--- config.mk ---
export PLATFORM = sky130hd
export DESIGN_NAME = game_screen_anim
export DESIGN_NICKNAME = d
export VERILOG_FILES = /design/src/rtl/game_screen_pkg.sv /design/src/rtl/sprite_motion.sv /design/src/rtl/game_screen_anim.sv
export SDC_FILE = /design/constraint.sdc
export NUM_CORES = 1
export LEC_CHECK = 0
export ABC_AREA = 0
export BUFFER_PORTS_ARGS = -buffer_cell sky130_fd_sc_hd__buf_2
export CAP_MARGIN = 40
export CORE_MARGIN = 10
export CORE_UTILIZATION = 35
export DETAILED_ROUTE_END_ITERATION = 8
export GPL_TIMING_DRIVEN = 0
export PLACE_DENSITY = 0.53
export SLEW_MARGIN = 25
export SYNTH_ARGS = -nofsm -noshare
export SYNTH_HDL_FRONTEND = slang
export SYNTH_HIERARCHICAL = 1
export SYNTH_SLANG_ARGS = --single-unit
--- constraint.sdc ---
create_clock -name clk -period 4.38 [get_ports clk]
set_input_delay 0.219 -clock clk [delete_from_list [all_inputs] [get_ports clk]]
set_output_delay 0.219 -clock clk [all_outputs]
set_load 0.005 [all_outputs]
--- src/rtl/game_screen_pkg.sv ---
// Shared colour constants, palette lookup and display mode encodings for the
// animated OLED test-screen generator.
package game_screen_pkg;

    localparam logic [15:0] BLACK   = 16'h0000;
    localparam logic [15:0] RED     = 16'hF800;
    localparam logic [15:0] GREEN   = 16'h07E0;
    localparam logic [15:0] BLUE    = 16'h001F;
    localparam logic [15:0] YELLOW  = 16'hFFE0;
    localparam logic [15:0] MAGENTA = 16'hF81F;
    localparam logic [15:0] CYAN    = 16'h07FF;
    localparam logic [15:0] WHITE   = 16'hFFFF;
    localparam logic [15:0] BROWN   = 16'h8204;

    typedef enum logic [1:0] {
        MODE_STATIC = 2'd0,
        MODE_BOUNCE = 2'd1,
        MODE_CYCLE  = 2'd2,
        MODE_FLASH  = 2'd3
    } mode_t;

    function automatic logic [15:0] palette_colour(input logic [2:0] idx);
        case (idx)
            3'd0:    palette_colour = RED;
            3'd1:    palette_colour = GREEN;
            3'd2:    palette_colour = BLUE;
            3'd3:    palette_colour = YELLOW;
            3'd4:    palette_colour = MAGENTA;
            3'd5:    palette_colour = CYAN;
            3'd6:    palette_colour = WHITE;
            default: palette_colour = BROWN;
        endcase
    endfunction

endpackage

--- src/rtl/sprite_motion.sv ---
// Bouncing-sprite position tracker: moves one pixel diagonally per step and
// reflects off the screen edges, turning around within the same step.
module sprite_motion #(
    parameter int SCREEN_W = 96,
    parameter int SCREEN_H = 64,
    parameter int SPRITE_W = 8,
    parameter int SPRITE_H = 8
) (
    input  logic       clk,
    input  logic       reset,
    input  logic       step,
    output logic [7:0] sx,
    output logic [7:0] sy
);

    localparam logic [7:0] XMAX = 8'(SCREEN_W - SPRITE_W);
    localparam logic [7:0] YMAX = 8'(SCREEN_H - SPRITE_H);

    // dx/dy: 1 = moving towards larger coordinates
    logic dx;
    logic dy;

    always_ff @(posedge clk) begin
        if (reset) begin
            sx <= 8'd0;
            sy <= 8'd0;
            dx <= 1'b1;
            dy <= 1'b1;
        end else if (step) begin
            if (dx) begin
                if (sx == XMAX) begin
                    dx <= 1'b0;
                    sx <= sx - 8'd1;
                end else begin
                    sx <= sx + 8'd1;
                end
            end else begin
                if (sx == 8'd0) begin
                    dx <= 1'b1;
                    sx <= sx + 8'd1;
                end else begin
                    sx <= sx - 8'd1;
                end
            end

            if (dy) begin
                if (sy == YMAX) begin
                    dy <= 1'b0;
                    sy <= sy - 8'd1;
                end else begin
                    sy <= sy + 8'd1;
                end
            end else begin
                if (sy == 8'd0) begin
                    dy <= 1'b1;
                    sy <= sy + 8'd1;
                end else begin
                    sy <= sy - 8'd1;
                end
            end
        end
    end

endmodule

--- src/rtl/game_screen_anim.sv ---
// Animated OLED pixel source: static fill, bouncing sprite, palette cycling or
// flashing, paced by a frame divider and sampled one pixel per clock.
module game_screen_anim
    import game_screen_pkg::*;
#(
    parameter int          SCREEN_W  = 96,
    parameter int          SCREEN_H  = 64,
    parameter int          SPRITE_W  = 8,
    parameter int          SPRITE_H  = 8,
    parameter logic [15:0] BG_COLOUR = 16'h5FFF,
    parameter int          FRAME_DIV = 4
) (
    input  logic        clk,
    input  logic        reset,
    input  logic        frame_begin,
    input  logic [6:0]  x,
    input  logic [5:0]  y,
    input  logic [1:0]  mode,
    input  logic        pause,
    output logic [15:0] oled_data
);

    localparam int CNT_W = (FRAME_DIV > 1) ? $clog2(FRAME_DIV) : 1;

    logic [CNT_W-1:0] step_cnt;
    logic [2:0]       pal_idx;
    logic             flash;
    logic             advance;
    logic             step;
    logic [7:0]       sx;
    logic [7:0]       sy;
    logic [7:0]       x_w;
    logic [7:0]       y_w;
    logic             in_sprite;
    logic [15:0]      pix_p0;
    mode_t            mode_sel;

    assign mode_sel = mode_t'(mode);
    assign advance  = frame_begin & ~pause;
    assign step     = advance && (step_cnt == CNT_W'(FRAME_DIV - 1));

    always_ff @(posedge clk) begin
        if (reset) begin
            step_cnt <= '0;
            pal_idx  <= 3'd0;
            flash    <= 1'b0;
        end else if (advance) begin
            step_cnt <= step ? '0 : step_cnt + CNT_W'(1);
            if (step && mode_sel == MODE_CYCLE) pal_idx <= pal_idx + 3'd1;
            if (step && mode_sel == MODE_FLASH) flash <= ~flash;
        end
    end

    sprite_motion #(
        .SCREEN_W (SCREEN_W),
        .SCREEN_H (SCREEN_H),
        .SPRITE_W (SPRITE_W),
        .SPRITE_H (SPRITE_H)
    ) u_motion (
        .clk   (clk),
        .reset (reset),
        .step  (step && mode_sel == MODE_BOUNCE),
        .sx    (sx),
        .sy    (sy)
    );

    // 8-bit compares keep sx+SPRITE_W from wrapping at the right edge
    assign x_w       = {1'b0, x};
    assign y_w       = {2'b00, y};
    assign in_sprite = (x_w >= sx) && (x_w < sx + 8'(SPRITE_W)) &&
                       (y_w >= sy) && (y_w < sy + 8'(SPRITE_H));

    always_comb begin
        pix_p0 = BLACK;
        if (x_w < 8'(SCREEN_W) && y_w < 8'(SCREEN_H)) begin
            case (mode_sel)
                MODE_STATIC: pix_p0 = BG_COLOUR;
                MODE_BOUNCE: pix_p0 = in_sprite ? palette_colour(pal_idx) : BG_COLOUR;
                MODE_CYCLE:  pix_p0 = palette_colour(pal_idx);
                default:     pix_p0 = flash ? BLACK : BG_COLOUR;
            endcase
        end
    end

    // stage p0 -> output register
    always_ff @(posedge clk) begin
        if (reset) oled_data <= 16'h0000;
        else       oled_data <= pix_p0;
    end

endmodule
Word level (Yosys, flattened, before mapping)
Cells that the tools add are included.
W data, S select, Z words.
{"block": "classes", "addsub": 8, "n_lt_le_gt_ge": 6, "eq_ne": 12, "muxes": 17, "bitwise": 4, "reduce_logical": 15}
{"op": "$pmux W16 S7", "count": 1}
{"op": "$mux W8", "count": 6}
{"op": "$pmux W16 S3", "count": 1}
{"op": "$add A8 B1 Y8 const B", "count": 2}
{"op": "$add A8 B4 Y8 const B", "count": 2}
{"op": "$logic_not A8 Y1", "count": 2}
{"op": "$mux W16", "count": 1}
{"op": "$sub A8 B1 Y8 const B", "count": 2}
{"op": "$mux W15", "count": 1}
{"op": "$eq A3 B3 Y1 const B", "count": 3}
{"op": "$eq A8 B6 Y1 const B", "count": 1}
{"op": "$eq A8 B7 Y1 const B", "count": 1}
{"op": "$ge A6 B8 Y1", "count": 1}
{"op": "$ge A7 B8 Y1", "count": 1}
{"op": "$logic_and A1 B1 Y1", "count": 8}
{"op": "$lt A6 B8 Y1", "count": 1}
{"op": "$lt A7 B8 Y1", "count": 1}
{"op": "$lt A6 B7 Y1 const B", "count": 1}
{"op": "$lt A7 B7 Y1 const B", "count": 1}
{"op": "$eq A2 B2 Y1 const B", "count": 3}
{"op": "$eq A3 B2 Y1 const B", "count": 2}
{"op": "$mux W1", "count": 6}
{"op": "$reduce_and A2 Y1", "count": 2}
{"op": "$add A3 B1 Y3 const B", "count": 1}
{"op": "9 further kinds", "count": 11}
{"block": "totals", "reg_bits": 40, "in_bits": 19, "output_inout_bits": 16}

Longest topological paths before layout
Gate-level depths: netlist (run 1).
{"block": "depth", "ltp_word": 7, "mapped_depth": 9, "depth_no_buf": 8}

Cells and area by module
Netlist (run 1), hierarchy kept.
{"module": "game_screen_anim", "n_inst": 1, "cells_per_inst": 184, "area_each_um2": 1447.6, "seq_area_each_um2": 260.2}
{"module": "sprite_motion", "n_inst": 1, "cells_per_inst": 154, "area_each_um2": 1295.0, "seq_area_each_um2": 360.3}

Worst setup path after synthesis (run 1)
No wires, ideal clock.
{"block": "synth_timing", "kind": "flip-flop to flip-flop", "startpoint": "reg u_motion.sx[3]", "endpoint": "reg u_motion.sx[2]", "setup_ns": 0.121, "arrival_ns": 1.923, "required_time_ns": 4.259, "path_slack_ns": 2.336, "path_stages_with_launch": 8, "period_less_slack_ns": 2.044, "path_cell_list": "dfxtp_1 -> buf_6 -> or4_4 -> nor3_2 -> o32a_2 -> buf_6 -> mux2i_1 -> mux2_2"}
{"block": "synth_between", "elab_chain_len": 3, "elab_cells_between_ends": 5}
{"item": "start, declared", "line": "sprite_motion.sv:12", "text": "output logic [7:0] sx,"}
{"item": "start signal, assigned", "line": "sprite_motion.sv:33", "text": "sx <= sx - 8'd1;"}
{"item": "start signal, assigned", "line": "sprite_motion.sv:35", "text": "sx <= sx + 8'd1;"}
{"item": "start signal, assigned", "line": "sprite_motion.sv:40", "text": "sx <= sx + 8'd1;"}
{"item": "$eq A8 B7 Y1 or $logic_not A8 Y1 (tied branches)", "line": "sprite_motion.sv:31, sprite_motion.sv:38"}
{"item": "$mux W8 (on tied branches)", "line": "sprite_motion.sv:31, sprite_motion.sv:38"}
{"item": "$mux W8 (*)", "line": "sprite_motion.sv:30", "text": "if (dx) begin"}
Every way passes the cells marked *; elsewhere a longest branch is shown, timed or not.
A chain may end at the register's enable or synchronous reset.

Worst setup path in the final report (run 1)
{"block": "layout_timing", "startpoint": "reg step_cnt[0]", "endpoint": "reg u_motion.dy"}
{"block": "layout_between", "elab_chain_len": 3}
{"item": "start, declared", "line": "game_screen_anim.sv:25", "text": "logic [CNT_W-1:0] step_cnt;"}
{"item": "start signal, assigned", "line": "game_screen_anim.sv:48", "text": "step_cnt <= step ? '0 : step_cnt + CNT_W'(1);"}
{"item": "$eq A2 B2 Y1", "line": "game_screen_anim.sv:40", "text": "assign step = advance && (step_cnt == CNT_W'(FRAME_DIV - 1));"}
{"item": "$logic_and A1 B1 Y1", "line": "game_screen_anim.sv:40"}
{"item": "$logic_and A1 B1 Y1", "line": "game_screen_anim.sv:62", "text": ".step (step && mode_sel == MODE_BOUNCE),"}
{"item": "end signal, assigned", "line": "sprite_motion.sv:28", "text": "dy <= 1'b1;"}
{"item": "end signal, assigned", "line": "sprite_motion.sv:48", "text": "dy <= 1'b0;"}
{"item": "end signal, assigned", "line": "sprite_motion.sv:55", "text": "dy <= 1'b1;"}
{"item": "end, declared", "line": "sprite_motion.sv:21", "text": "logic dy;"}
No other way between the ends.

==> results of run 1 <==
==> state kept, by name, summed over array words and instances (netlist names) <==
name / cells
step_cnt: 2
u_motion/sx: 8
u_motion/dy: 1
u_motion/sy: 8
oled_data: 7
pal_idx: 3
u_motion/dx: 1
flash: 1
==> synthesized netlist by cell type (2+ instances only) <==
master / n
nand4_1: 7
nor2_1: 39
nor3_1: 6
mux2i_1: 13
buf_4: 9
nor4_1: 3
and3_1: 5
nor3b_1: 3
o21a_1: 4
nand2_1: 19
a21oi_1: 15
clkbuf_1: 7
a221oi_1: 2
mux2_1: 2
a211o_1: 2
inv_1: 32
o21ai_0: 12
nand2b_1: 4
a31oi_1: 3
buf_6: 3
ha_1: 34
mux2_2: 9
xor2_1: 5
a211oi_1: 3
o21bai_1: 2
buf_2: 3
nand3_1: 9
nor2b_1: 16
dfxtp_1: 31
xnor2_1: 8
a2111oi_0: 2
o211ai_1: 2
==> worst paths after layout <==
check	slack [ns]	end	depth (start not counted)	startpoint
max	1.82	u_motion/dy$_SDFFE_PP1P_	8	step_cnt[0]$_SDFFE_PP0P_
min	0.24	pal_idx[0]$_SDFFE_PP0P_	2	reset
max reg2reg	1.82	u_motion/dy$_SDFFE_PP1P_	8	step_cnt[0]$_SDFFE_PP0P_
min reg2reg	0.50	step_cnt[1]$_SDFFE_PP0P_	2	step_cnt[1]$_SDFFE_PP0P_
==> cell families (layout without fill, tap and decap cells) <==
logic type	Yosys count	after routing	share of synthesized area
simple gates	119	119	0.226
compound gates	62	62	0.162
buf+inv	55	96	0.0972
fa+ha+maj	34	34	0.155
flops	31	31	0.226
mux	24	24	0.0926
xor+xnor	13	13	0.0415
==> worst max-delay path, stage by stage, from the launching register on <==
cell,delay (ns)
dfxtp_1,0.36
ha_1,0.22
nand2_1,0.07
nor3_1,0.55
clkbuf_1,0.39
clkbuf_1,0.45
nand4_1,0.14
a21oi_1,0.17
o21ai_0,0.09
==> through the flow <==
step                hold slack (ns)  instance area, um^2  total power [uW]  setup slack [ns]  utilization
floorplan                     0.291                 2740               347              2.34            -
CTS                           0.234                 3150               684              1.75        0.410
global route                  0.246                 3150               711              1.47        0.410
global placement              0.481                 3040               378              1.66        0.395
detailed placement            0.492                 3040               379              1.62        0.395
finish                        0.241                 3150               674              1.82        0.410
==> routing by layer <==
layer / track usage / part of all wire
met1: 0.136 / 0.46
met2: 0.194 / 0.48
met3: 0.0280 / 0.051
met4: 0.0330 / 0.0079
met5: 0 / 0
==> report_power, final <==
part	total, uW	leakage, uW	switching (uW)	internal, uW
clock network	303	0.0000612	119	184
registers	290	0.000252	2.88	287
logic	81.7	0.00114	41.9	39.8
total	674	0.00146	164	511
==> cell type report <==
| cell class | count | area (um^2) |
|---|---|---|
| plain buffers | 23 | 146 |
| clock buffers | 6 | 82.6 |
| clock inverters | 2 | 35.0 |
| fillers | 827 | 4530 |
| inverters | 32 | 120 |
| multi-input cells | 252 | 1860 |
| flip-flops and latches | 31 | 621 |
| well taps | 102 | 128 |
| repair buffers | 33 | 165 |
==> cell usage in the layout, fill, tap and decap left out, drive strengths merged, types with 5 or more instances in the layout <==
| cell type | n |
|---|---|
| buf | 49 |
| nor2 | 40 |
| ha | 34 |
| inv | 32 |
| dfxtp | 31 |
| nand2 | 19 |
| nor2b | 16 |
| a21oi | 15 |
| mux2i | 13 |
| clkbuf | 13 |
| o21ai | 12 |
| mux2 | 11 |
| nand3 | 10 |
| xnor2 | 8 |
| nand4 | 7 |
| nor3 | 7 |
| xor2 | 5 |
| and3 | 5 |
==> metrics, run 1 <==
CP Class reg -> reg; first drt pass iteration count 4; ys async rst share 0; sequential area share after synthesis 0.226; status finished, final reports clean; Required @ worst endpoint 4.54 ns; gr usage total 0.113; syn_nets 391; initial core utilization 0.357; Layout Area Growth over Synthesis 15.0%; Final nets 431; detailed-placement wirelength estimate 4970 um; Post-CTS Setup Bufs 0; initial drt markers 152; Boundary Pins 35; # hold bufs at CTS 0; number of synthesized flops with an enable pin 0; CTS sink count 31; first-pass GRT wire length 11000 um; final std cells w/o fill 481; Hold Crit Class in -> reg; post-synthesis register bit count 31; width of the die 109 um; CTS tree done; layout cells sized above 1 0.203; maxcap violations 0; fin crit period 2.56 ns; DRC 0; CP max FO 10; via density per instance 5.03; crit end category register; Primary FF master, synth dfxtp_1; Routed Antenna Nets 0; Max Fclk 391 MHz; gr ovfl total 0; Max clock buf depth 2; Vias 2420; CTS Buf Count 5; largest net degree at the start of global routing 11; unrepaired setup endpoints after global routing no; DR WL/cell 13.2 um; Pleak 0.00146 uW; Worst EP arrival 2.72 ns; port buffer count 33; type of origin of the critical path register; Area contributors post-synth dfxtp_1, ha_1, nor2_1; actual slew at the worst max-slew pin 0.692 ns; Cell variety after synth 56; worst ir drop on vdd 0.143 mV; GP Congestion 0.816; ant diodes 0; synthesized area per cell 8.11 um^2; Site Rows 32; Setup violations, final 0; Setup TNS Final 0 ns; clk_lat worst skew 0.29 ns; core area 7690 um^2; Worst slew margin 0.535; CTS H-tree depth 2; Die ar. 11800 um^2; vias in the first global route 2391; CTS resizes 0; Final Skew 0.00908 ns; post-synth top area share 0.226; Mapped Area 2740 um^2; Inst Count DP 473; Syn. warnings 6; Clock Tree Root clkbuf_8; area leader, netlist dfxtp_1; clock-pin slew on the worst setup and hold paths 0.08 ns; initial antenna violation count 0; Die Ht 109 um; Total Wirelength 6360 um; PwrDens 214 nW/um^2; Period Utilization, post-route 0.585; Mapped Cells 338; final slew viol count 0; final hold vios 0
Note: power is estimated with default switching activity, not from simulation.
==> run 2, diff against run 1 <==
--- a/config.mk
+++ b/config.mk
@@ -5,14 +5,14 @@
 export SDC_FILE = /design/constraint.sdc
 export NUM_CORES = 1
 export LEC_CHECK = 0
-export ABC_AREA = 0
+export ABC_AREA = 1
 export BUFFER_PORTS_ARGS = -buffer_cell sky130_fd_sc_hd__buf_2
 export CAP_MARGIN = 40
 export CORE_MARGIN = 10
 export CORE_UTILIZATION = 35
 export DETAILED_ROUTE_END_ITERATION = 8
 export GPL_TIMING_DRIVEN = 0
-export PLACE_DENSITY = 0.53
+export PLACE_DENSITY = 0.54
 export SLEW_MARGIN = 25
 export SYNTH_ARGS = -nofsm -noshare
 export SYNTH_HDL_FRONTEND = slang
==> constraint.sdc (replaced) <==
create_clock -name clk -period 2.09 [get_ports clk]
set_input_delay 0.1045 -clock clk [delete_from_list [all_inputs] [get_ports clk]]
set_output_delay 0.1045 -clock clk [all_outputs]
set_load 0.005 [all_outputs]
==> metrics, run 2 <==
status finished, final reports clean; Final nets 565; crit end category register; hold endpoint step_cnt[1]$_SDFFE_PP0P_; most frequent cell after synthesis nand2_1; Routed Antenna Nets 0; most common library cell in the layout ignoring fill and taps nand2_1; Vias 2934; Mapped Area 2970 um^2; width of the die 112 um; Die Ht 112 um; CP max FO 7; Hold Startpoint reset; Required @ worst endpoint 2.28 ns; ys async rst share 0; Layout Area Growth over Synthesis 16.3%; Worst slew margin 0.631; Finished Core Util 0.418; final hold vios 0; clk_lat worst skew 0.28 ns; CTS sink count 31; DRC 0; gr usage total 0.113; # hold bufs at CTS 0; reg2reg end oled_data[10]$_SDFF_PP0_; Syn. warnings 6; post-synth top area share 0.209; vias in the first global route 2837; via density per instance 4.75; pre-CTS WS -0.127 ns; number of synthesized flops with an enable pin 0; initial antenna violation count 0; Clock Tree Root clkbuf_8; post-synthesis register bit count 31; gr ovfl total 0; area leader, netlist dfxtp_1; FF-to-FF Start u_motion/sx[3]$_SDFFE_PP0P_; Inst Count DP 607; first-pass GRT wire length 12400 um; worst reg2reg path depth 12; Pleak 0.00175 uW; Post-synth top cells nand2_1, inv_1, nor2_1, nand3_1, ha_1; CP Class reg -> reg; layout cells sized above 1 0.187; Boundary Pins 35; unrepaired setup endpoints after global routing yes; hold depth 2; DR WL/cell 11.5 um; Total Wirelength 7110 um; fin crit period 1.96 ns; initial drt markers 96; ant diodes 0; Mapped Cells 468; Primary FF master, synth dfxtp_1; Period Utilization, post-route 0.939; most frequent cells in the layout nand2_1, inv_1, nor2_1; Worst EP arrival 2.15 ns; core area 8260 um^2; worst ir drop on vdd 0.247 mV; sequential area share after synthesis 0.209; Hold Crit Class in -> reg; port buffer count 34; Max clock buf depth 2; synthesized area per cell 6.35 um^2; final std cells w/o fill 618; first drt pass iteration count 4; Worst R2R Setup Slack 0.13 ns; PwrDens 383 nW/um^2; clock-pin slew on the worst setup and hold paths 0.07 ns; Site Rows 33; biggest regs u_motion/sx: 8 flops, u_motion/sy: 8 flops, oled_data: 7 flops; Max Fclk 510 MHz; actual slew at the worst max-slew pin 0.553 ns; final slew viol count 0; detailed-placement wirelength estimate 5620 um; CTS H-tree depth 2; Area contributors post-synth dfxtp_1, nand2_1, ha_1; largest net degree at the start of global routing 12; Cell variety after synth 36; CTS tree done; CTS Buf Count 5; GP Congestion 0.848; syn_nets 521; Setup TNS Final 0 ns; type of origin of the critical path register; maxcap violations 0; Setup violations, final 0; Min Hold Slack 0.110 ns; Final WS setup 0.127 ns; Final Skew 0.0103 ns; Die ar. 12600 um^2; initial core utilization 0.360
## run 2: through the flow
stage               cell area, um^2  power [uW]
floorplan                      2970         731
global placement               3270         798
detailed placement             3270         803
CTS                            3380        1350
global route                   3450        1410
finish                         3450        1320
## run 2: what timing repair did
item                                   CTS  global route
setup endpoints to repair                7             7
gates resized for setup                  1            16
pin swaps                                0             8
endpoints found under the hold margin    0             0
setup buffers                            0             3
gates cloned                             0             0
## run 2: cells by family (layout without fill, tap and decap cells)
logic type               count (synthesis)  in the layout  synth area share
flip-flops                              31             31             0.209
adder cells (fa/ha/maj)                 34             34             0.143
buffers and inverters                   98            143             0.147
AND/OR/NAND/NOR                        238            238             0.358
AO/OA/AOI/OAI                           51             51            0.0952
XOR/XNOR                                16             16            0.0472
## run 2: report_power, final
part	total [uW]	switching (uW)	leakage, uW	internal [uW]
clock network	533	234	0.0000505	300
logic	181	94.5	0.00144	86.5
registers	607	6.99	0.000256	600
## run 2: worst max path at each step
stage | startpoint | endpoint | slack [ns] | cells after the start
final | u_motion/sx[3]$_SDFFE_PP0P_ | oled_data[10]$_SDFF_PP0_ | 0.13 | 12
after detailed placement | u_motion/sx[3]$_SDFFE_PP0P_ | oled_data[10]$_SDFF_PP0_ | -0.13 | 12
after global placement | u_motion/sx[3]$_SDFFE_PP0P_ | oled_data[10]$_SDFF_PP0_ | -0.10 | 12
after floorplan | u_motion/sx[3]$_SDFFE_PP0P_ | oled_data[10]$_SDFF_PP0_ | 0.18 | 12
after CTS | u_motion/sx[3]$_SDFFE_PP0P_ | oled_data[10]$_SDFF_PP0_ | 0.02 | 12
after global routing | u_motion/sx[3]$_SDFFE_PP0P_ | oled_data[14]$_SDFF_PP0_ | -0.02 | 13
## run 2: final cells by class
class / instances / area (um^2)
fillers: 911 / 4800
multi-input cells: 339 / 1950
flip-flops and latches: 31 / 633
inverters: 79 / 300
repair buffers: 37 / 193
plain buffers: 19 / 138
well taps: 105 / 131
clock buffers: 7 / 96.3
clock inverters: 1 / 7.51
## run 2: worst max-delay path: stages, from the launching register on
cell and delay (ns):
dfxtp_4 0.39, ha_4 0.18, xnor2_1 0.16, ha_1 0.27, and3_4 0.17, nand3_1 0.07
nand2_1 0.06, nor2_2 0.16, nand3_2 0.13, nand2_4 0.11, nand3_2 0.07, nand2_2 0.06
inv_1 0.03
## run 2: layer usage
| metal | wire length (um) | share of wire | track usage | vias to the layer above |
|---|---|---|---|---|
| li1 | - | - | - | 1554 |
| met1 | 3280 | 0.46 | 0.136 | 1313 |
| met2 | 3350 | 0.47 | 0.195 | 61 |
| met3 | 410 | 0.058 | 0.0245 | 6 |
| met4 | 70 | 0.0098 | 0.0338 | 0 |
| met5 | 0 | 0 | 0 | - |
==> run 3, diff against run 2 <==
--- a/config.mk
+++ b/config.mk
@@ -5,16 +5,16 @@
 export SDC_FILE = /design/constraint.sdc
 export NUM_CORES = 1
 export LEC_CHECK = 0
-export ABC_AREA = 1
 export BUFFER_PORTS_ARGS = -buffer_cell sky130_fd_sc_hd__buf_2
 export CAP_MARGIN = 40
 export CORE_MARGIN = 10
 export CORE_UTILIZATION = 35
 export DETAILED_ROUTE_END_ITERATION = 8
 export GPL_TIMING_DRIVEN = 0
-export PLACE_DENSITY = 0.54
+export PLACE_DENSITY = 0.55
 export SLEW_MARGIN = 25
 export SYNTH_ARGS = -nofsm -noshare
 export SYNTH_HDL_FRONTEND = slang
 export SYNTH_HIERARCHICAL = 1
 export SYNTH_SLANG_ARGS = --single-unit
+export TNS_END_PERCENT = 1
==> metrics, run 3 (synthesis results as in run 1) <==
core area 7690 um^2; layout cells sized above 1 0.295; Finished Core Util 0.439; Required @ worst endpoint 2.26 ns; Setup violations, final 3; biggest regs u_motion/sx: 8 flops, u_motion/sy: 8 flops, oled_data: 7 flops; first-pass GRT wire length 10300 um; Total Wirelength 6560 um; via density per instance 5.01; crit end category register; clk_lat worst skew 0.28 ns; status finished with violations; most frequent cells in the layout nor2_1, buf_2, ha_1; Final Skew 0.00526 ns; PwrDens 365 nW/um^2; fin crit period 2.10 ns; Boundary Pins 35; initial antenna violation count 0; largest net degree at the start of global routing 11; actual slew at the worst max-slew pin 0.580 ns; Clock Tree Root clkbuf_8; Setup TNS Final -0.0135 ns; end of the critical path u_motion/sx[7]$_SDFFE_PP0P_; Period Utilization, post-route 1.00; failing checks negative setup slack; final std cells w/o fill 499; type of origin of the critical path register; first drt pass iteration count 4; DRC 0; final hold vios 0; Die ar. 11800 um^2; CTS Buf Count 5; gr ovfl total 0; CTS H-tree depth 2; vias in the first global route 2227; Worst EP arrival 2.27 ns; Layout Area Growth over Synthesis 23.0%; Routed Antenna Nets 0; Max clock buf depth 2; gr usage total 0.105; Hold Crit Class in -> reg; most common library cell in the layout ignoring fill and taps nor2_1; clock-pin slew on the worst setup and hold paths 0.07 ns; GP Congestion 0.795; Critical Path Start u_motion/sx[5]$_SDFFE_PP0P_; worst reg2reg path depth 6; CTS sink count 31; Worst R2R Setup Slack -0.007 ns; port buffer count 33; Final WS setup -0.00735 ns; Min Hold Slack 0.123 ns; FF-to-FF Start u_motion/sx[5]$_SDFFE_PP0P_; ant diodes 0; max incr delay on CP 0.57 ns; Pleak 0.00155 uW; CTS tree done; initial drt markers 209; slowest CP cell or4_4; maxcap violations 0; DR WL/cell 13.1 um; width of the die 109 um; worst ir drop on vdd 0.160 mV; CP max FO 7; Worst slew margin 0.614; unrepaired setup endpoints after global routing yes; detailed-placement wirelength estimate 4870 um; Max Fclk 477 MHz; Die Ht 109 um; worst path cell trace or4_4 > nor3_4 > o32a_2 > buf_6 > mux2i_2 > mux2_2; CP Class reg -> reg; Final nets 449; # hold bufs at CTS 0; Inst Count DP 473; initial core utilization 0.357; final slew viol count 0; Vias 2502; reg2reg end u_motion/sx[7]$_SDFFE_PP0P_; Site Rows 32
==> run 3: area by class of cell <==
class | count | area (um^2)
Buffer | 23 | 155
Clock buffer | 7 | 76.3
Clock inverter | 1 | 5.00
Fill cell | 795 | 4310
Inverter | 32 | 123
Multi-Input combinational cell | 252 | 1940
Sequential cell | 31 | 646
Tap cell | 102 | 128
Timing Repair Buffer | 51 | 300
==> run 3: worst min-delay path by stage <==
stage | slack (ns) | start | depth (start not counted) | end
finish | 0.12 | reset | 2 | pal_idx[0]$_SDFFE_PP0P_
detailed placement | 0.43 | reset | 2 | pal_idx[0]$_SDFFE_PP0P_
global route | 0.13 | reset | 2 | pal_idx[2]$_SDFFE_PP0P_
CTS | 0.13 | reset | 2 | pal_idx[0]$_SDFFE_PP0P_
floorplan | 0.18 | reset | 1 | flash$_SDFFE_PP0P_
global placement | 0.41 | reset | 2 | pal_idx[0]$_SDFFE_PP0P_
==> run 3: per-layer routing <==
layer  wire length (um)  GRT usage
met2               3260      0.186
met4                 91     0.0301
met1               2930      0.123
met5                  0          0
met3                274     0.0262
==> run 3: per-stage QoR <==
stage | cell area [um^2] | setup slack (ns) | total power [uW]
global placement | 3040 | -0.509 | 791
detailed placement | 3040 | -0.536 | 795
global route | 3370 | -0.0887 | 1300
finish | 3370 | -0.00735 | 1230
CTS | 3190 | -0.0812 | 1260
floorplan | 2740 | 0.0459 | 726
==> run 3: report_power, final <==
part | leakage [uW] | internal [uW] | switching (uW)
Combinational | 0.00125 | 85.7 | 91.4
Sequential | 0.000258 | 594 | 5.96
Clock | 0.0000422 | 233 | 223
==> run 3: timing repair <==
item	CTS	global route
pin swaps	3	5
resized for setup	16	24
setup endpoints to repair	24	21
buffers inserted	5	13
hold endpoints to repair	0	0
==> run 3: critical path: cells and delay by family (launching register included) <==
family | cells | cell delay [ns]
AOI/OAI and AO/OA | 1 | 0.16
buffers and inverters | 1 | 0.14
DFF | 1 | 0.37
muxes | 2 | 0.56
and+or+nand+nor | 2 | 0.76
